$ cat config.mk
export PLATFORM = sky130hd
export DESIGN_NAME = d_lock_sequencer
export DESIGN_NICKNAME = d
export VERILOG_FILES = /design/src/rtl/d_lock_sequencer.sv
export SDC_FILE = /design/constraint.sdc
export NUM_CORES = 1
export LEC_CHECK = 0
export ABC_AREA = 1
export CELL_PAD_IN_SITES_DETAIL_PLACEMENT = 0
export CELL_PAD_IN_SITES_GLOBAL_PLACEMENT = 1
export CORE_AREA = 2 2 90 126
export CTS_CLUSTER_SIZE = 8
export DETAILED_ROUTE_END_ITERATION = 8
export DIE_AREA = 0 0 92 128
export MAX_ROUTING_LAYER = met4
export PLACE_DENSITY_LB_ADDON = 0.1
export SLEW_MARGIN = 20
export SYNTH_ARGS = -nofsm -noshare
export SYNTH_HDL_FRONTEND = slang
export SYNTH_SLANG_ARGS = --single-unit
$ cat constraint.sdc
create_clock -name clk_in -period 4.5 [get_ports clk_in]
set_input_delay 0.45 -clock clk_in [delete_from_list [all_inputs] [get_ports clk_in]]
set_output_delay 0.45 -clock clk_in [all_outputs]
set_load 0.02 [all_outputs]
$ cat src/rtl/d_lock_sequencer.sv
// d_lock_sequencer: top-level control FSM for the electronic door lock.
// Collects keypad digits, checks them against a stored password, counts
// wrong attempts and drives the timer/LED datapath control lines.
// Optional feature: define MASTER_CODE_EN to also accept the all-nines
// master code in CHECK (default build: password comparator only).
module d_lock_sequencer #(
    parameter int unsigned          DIGITS      = 4,
    parameter logic [DIGITS*4-1:0]  PASSWORD    = 16'h1234,
    parameter int unsigned          MAX_ERR     = 3,
    parameter int unsigned          OPEN_CYCLES = 640000000,
    parameter int unsigned          LOCK_CYCLES = 1280000000
) (
    input  logic       clk_in,
    input  logic       reset,
    input  logic       key_valid,
    input  logic [3:0] key_val,
    input  logic       key_enter,
    input  logic       key_clear,
    input  logic       set_req,
    input  logic       door_closed,
    output logic       enb_lock,
    output logic       enb_cnt,
    output logic       disable_cnt,
    output logic       ignore,
    output logic       gen_stop,
    output logic [2:0] error_counter,
    output logic [2:0] state,
    output logic [2:0] digit_cnt
);

    localparam int unsigned CODE_W    = DIGITS * 4;
    localparam logic [2:0]  DIGITS_C  = 3'(DIGITS);
    localparam logic [2:0]  MAX_ERR_C = 3'(MAX_ERR);
    localparam logic [31:0] OPEN_LAST = 32'(OPEN_CYCLES - 1);
    localparam logic [31:0] LOCK_LAST = 32'(LOCK_CYCLES - 1);

    typedef enum logic [2:0] {
        S_IDLE    = 3'd0,
        S_ENTRY   = 3'd1,
        S_CHECK   = 3'd2,
        S_OPEN    = 3'd3,
        S_FAIL    = 3'd4,
        S_LOCKOUT = 3'd5,
        S_SET     = 3'd6
    } state_t;

    state_t              state_q;
    state_t              state_d;
    logic [CODE_W-1:0]   entry_q;
    logic [CODE_W-1:0]   password_q;
    logic [CODE_W-1:0]   entry_shift;
    logic [31:0]         timer_q;
    logic                digit_ok;
    logic                entry_full;
    logic                code_match;
    logic                open_done;
    logic                lock_done;

    assign state       = state_q;
    assign digit_ok    = key_valid && (key_val <= 4'd9);
    assign entry_full  = (digit_cnt == DIGITS_C);
    // Newest digit enters at the LSB so the first digit typed ends up in the MSB.
    assign entry_shift = {entry_q[CODE_W-5:0], key_val};
    // Door must be closed before the open interval may end; timer saturates meanwhile.
    assign open_done   = (timer_q == OPEN_LAST) && door_closed;
    assign lock_done   = (timer_q == LOCK_LAST);

`ifdef MASTER_CODE_EN
    localparam logic [CODE_W-1:0] MASTER_CODE = {DIGITS{4'h9}};
    assign code_match = entry_full && ((entry_q == password_q) || (entry_q == MASTER_CODE));
`else
    assign code_match = entry_full && (entry_q == password_q);
`endif

    // Next-state decode; clear beats enter beats digit, expiry beats set_req.
    always_comb begin
        // NOTE: default first so every path assigns state_d and no latch is inferred.
        state_d = state_q;
        case (state_q)
            S_IDLE:    if (digit_ok) state_d = S_ENTRY;
            S_ENTRY: begin
                if (key_clear)      state_d = S_IDLE;
                else if (key_enter) state_d = S_CHECK;
            end
            S_CHECK:   state_d = code_match ? S_OPEN : S_FAIL;
            S_FAIL:    state_d = (error_counter == MAX_ERR_C) ? S_LOCKOUT : S_IDLE;
            S_OPEN: begin
                if (open_done)    state_d = S_IDLE;
                else if (set_req) state_d = S_SET;
            end
            S_SET:     if (key_clear || key_enter) state_d = S_OPEN;
            S_LOCKOUT: if (lock_done) state_d = S_IDLE;
            default:   state_d = S_IDLE;
        endcase
    end

    // State, timer, entry, password and registered outputs (derived from next state).
    always_ff @(posedge clk_in) begin
        if (reset) begin
            // NOTE: non-blocking assignments so every register samples pre-edge values.
            state_q       <= S_IDLE;
            enb_lock      <= 1'b1;
            enb_cnt       <= 1'b0;
            disable_cnt   <= 1'b1;
            ignore        <= 1'b0;
            gen_stop      <= 1'b0;
            error_counter <= 3'd0;
            digit_cnt     <= 3'd0;
            entry_q       <= '0;
            password_q    <= PASSWORD;
            timer_q       <= 32'd0;
        end else begin
            state_q <= state_d;

            if (state_d != state_q)
                timer_q <= 32'd0;
            else if ((state_q == S_OPEN && timer_q != OPEN_LAST) || state_q == S_LOCKOUT)
                timer_q <= timer_q + 32'd1;

            gen_stop    <= (state_q == S_OPEN || state_q == S_LOCKOUT) && (state_d == S_IDLE);
            enb_lock    <= !(state_d == S_OPEN || state_d == S_SET);
            enb_cnt     <= (state_d == S_OPEN || state_d == S_LOCKOUT);
            disable_cnt <= (state_d == S_IDLE);
            ignore      <= (state_d == S_CHECK || state_d == S_FAIL || state_d == S_LOCKOUT);

            case (state_q)
                S_IDLE: begin
                    if (digit_ok) begin
                        entry_q   <= entry_shift;
                        digit_cnt <= 3'd1;
                    end
                end
                S_ENTRY, S_SET: begin
                    if (key_clear || (key_enter && state_q == S_SET)) begin
                        entry_q   <= '0;
                        digit_cnt <= 3'd0;
                    end else if (!key_enter && digit_ok && digit_cnt < DIGITS_C) begin
                        entry_q   <= entry_shift;
                        digit_cnt <= digit_cnt + 3'd1;
                    end
                end
                S_CHECK: begin
                    entry_q   <= '0;
                    digit_cnt <= 3'd0;
                end
                default: ;
            endcase

            if (state_q == S_CHECK)
                error_counter <= code_match ? 3'd0 : error_counter + 3'd1;
            else if (state_q == S_LOCKOUT && lock_done)
                error_counter <= 3'd0;

            if (state_q == S_SET && !key_clear && key_enter && entry_full)
                password_q <= entry_q;
        end
    end

endmodule

==> impl_metrics.yaml <==
status:
  outcome: "finished clean"
clock_network:
  cts_max_level: 3
  cts-root-buf: "clkbuf_16"
  cts_buffers: 9
  cts_max_path_buffers: 2
  cts_hold_buf: 0
  cts_resized: 0
  cts_setup_buffers: 0
  clk_pin_slew_ps: 70
  tritoncts: "yes"
  insertion_delay_ps: 340
  cts.sinks: 78
floorplanning:
  io_pins: 25
  fp.dieW_um: 92
  die_area_um2: 11800
  initial_core_util_pct: 45.8
  core_um2: 10700
  die-height_um: 128
  rows: 45
placement:
  dpl.hpwl_um: 8920
  placed_cell_area_um2: 5150
  routabilityCongestion: 0.875
  dp_slack_ps: 1370
  portBuffers: 24
power_and_ir_drop:
  power.internal_mw: 1.25
  p_sw_share_pct: 26.3
  p_sw_mw: 0.447
  vdd_drop_max_uv: 227
  power.total_mw: 1.70
  combPwrFrac_pct: 9.1
  p_leak_nw: 2.17
  pwr-share-clk_pct: 48.2
  power_density_nw_per_um2: 310
  power_frac_seq_pct: 42.7
yosys:
  synthCells: 727
  synth-main-ff-cell: "dfxtp_1"
  avgSynthCellArea_um2: 6.74
  ys_ff_latch: 78
  synth-edff-count: 0
  yosysTopAreaCellShare_pct: 31.8
  yosysSeqAreaShare_pct: 31.8
  synth.distinct_cells: 38
  ys_warn_count: 0
  yosysTopAreaCell: "dfxtp_1"
  synthTopCellsByArea: "dfxtp_1, nand2_1, inv_1, nor3_2, nand3_1"
  yosys.cell_count.top_type: "nand2_1"
  synth_commonest_cells: "nand2_1, inv_1, dfxtp_1"
  synthesis.nets: 743
  async_reset_ff_share_pct: 0
  syn-cell-area_um2: 4900
sta:
  max_slew_margin_pct: 30.0
  slew_violations: 0
  setup_violations: 0
  period_share_pct: 62.3
  fin_ws_ps: 1700
  tightest_slew_ps: 1050
  grt_setup_unrepaired: "false"
  fin_tns_setup_ps: 0
  timing.fmax_mhz: 357
  fin_skew_ps: 8.73
  timing.final.crit_period_ps: 2800
  hold_violations: 0
critical_path:
  critPathKind: "register to register"
  crit_top_cell: "nand2_1"
  required_ps: 4740
  crit_arrival_ps: 3050
  start_kind: "register"
  slowest_delay_ps: 770
  slowest_stage: "nand3_2"
  worstSetupEndpointType: "register"
  path_delay_family: "simple AND/OR/NAND/NOR gates"
  critPathMaxFanout: 32
  path_cells: "inv_1 -> ha_1 -> nand2_1 -> nor2_1 -> nand3_1 -> nor2_1 -> nand4_1 -> nand2_1 -> nand2_1 -> nand2_1 -> nand3_2 -> nor3_1"
  critical_path_buf_inv_count: 1
route:
  wl_per_cell_um: 14.3
  drcViolationCount: 0
  drtPass1Iterations: 4
  wl_um: 12600
  vias_per_cell: 5.05
  detail-route-antenna-nets: 0
  vias: 4440
  drt-initial-drc-count: 217
layout:
  diodes: 0
  final_nets: 749
  area_growth_pct: 11.8
  drive_gt1_share_pct: 12.6
  fillers: 1108
  final_cell_area_um2: 5480
worst_hold_path:
  min_path_type: "register to register"
global_routing:
  grt-ovfl-total: 0
  grt_pass1_wl_um: 20900
  antenna_found_initial: 0
  grt_usage_pct: 23.1
  grt_pass1_vias: 4342
  grt_max_degree: 34
job:
  maxCapViolCount: 0
## cells in the final DEF, fill, tap and decap left out, types with 5 or more instances in the layout
cell,netlist,layout
inv_2,16,16
nor2_1,58,58
nor2_4,6,6
o21ai_0,18,18
clkdlybuf4s50_1,0,24
xnor2_1,7,7
a21oi_1,35,35
nand2_2,6,6
nand2_1,191,191
nand3_1,58,58
a211oi_1,14,14
ha_1,5,5
inv_1,91,91
dfxtp_1,78,78
xor2_1,25,25
nand4_1,10,10
clkbuf_16,0,9
nor3_2,32,32
nor3_1,21,21
## sequential cells by signal, indices dropped and copies added, names as in the netlist
signal	flops
gen_stop	1
state	3
timer_q	32
ignore	1
digit_cnt	3
password_q	16
entry_q	16
enb_lock	1
disable_cnt	1
error_counter	3
enb_cnt	1
## routing by layer
layer	part of all wire [%]	track usage (%)
met3	2.5	2.94
met1	41	25.2
met2	54	42.7
met5	0	-
met4	2.4	8.34
## final timing paths
kind	slack (ps)	start	depth (start not counted)	endpoint
worst max-delay path	1700	digit_cnt[0]	12	timer_q[26]
worst min-delay path	470	password_q[11]	2	password_q[11]
worst min register to register	470	password_q[11]	2	password_q[11]
worst max register to register	1700	digit_cnt[0]	12	timer_q[26]
## metrics by stage
stage / hold slack [ps] / cells / utilization, %
finish: 474 / 879 / 51.2
global route: 494 / 879 / 51.2
CTS: 475 / 879 / 51.2
detailed placement: 461 / 863 / 48.2
global placement: 457 / 863 / 48.2
floorplan: 444 / 727 / -
## area by class of cell
| class | count | area [um^2] | area share, % |
|---|---|---|---|
| Inverter | 107 | 402 | 7.33 |
| Clock buffer | 9 | 225 | 4.11 |
| Sequential cell | 78 | 1560 | 28.5 |
| Timing Repair Buffer | 27 | 263 | 4.79 |
| Tap cell | 141 | 176 | 3.22 |
| Multi-Input combinational cell | 510 | 2750 | 50.2 |
| Clock inverter | 7 | 103 | 1.87 |
## worst register-to-register path: stages, from the launching register on
cell and delay (ps):
dfxtp_1 320, inv_1 90, ha_1 150, nand2_1 90, nor2_1 120, nand3_1 80, nor2_1 130, nand4_1 210
nand2_1 170, nand2_1 80, nand2_1 100, nand3_2 770, nor3_1 390
## logic make-up after synthesis
family	after synthesis	synth area share [%]
AO/OA/AOI/OAI	78	9.52
XOR/XNOR	32	5.72
adder cells (fa/ha/maj)	5	1.28
buffers and inverters	139	12.1
flip-flops	78	31.8
AND/OR/NAND/NOR	395	39.6
## power groups by stage
stage	logic [mW]	clock network, mW	registers [mW]
4_1_cts	0.157	0.839	0.725
3_3_place_gp	0.156	0	0.741
2_1_floorplan	0.119	0	0.742
6_report	0.155	0.818	0.726
3_5_place_dp	0.157	0	0.741
5_1_grt	0.174	0.862	0.728
No activity file was read; power rests on OpenSTA's default activity.
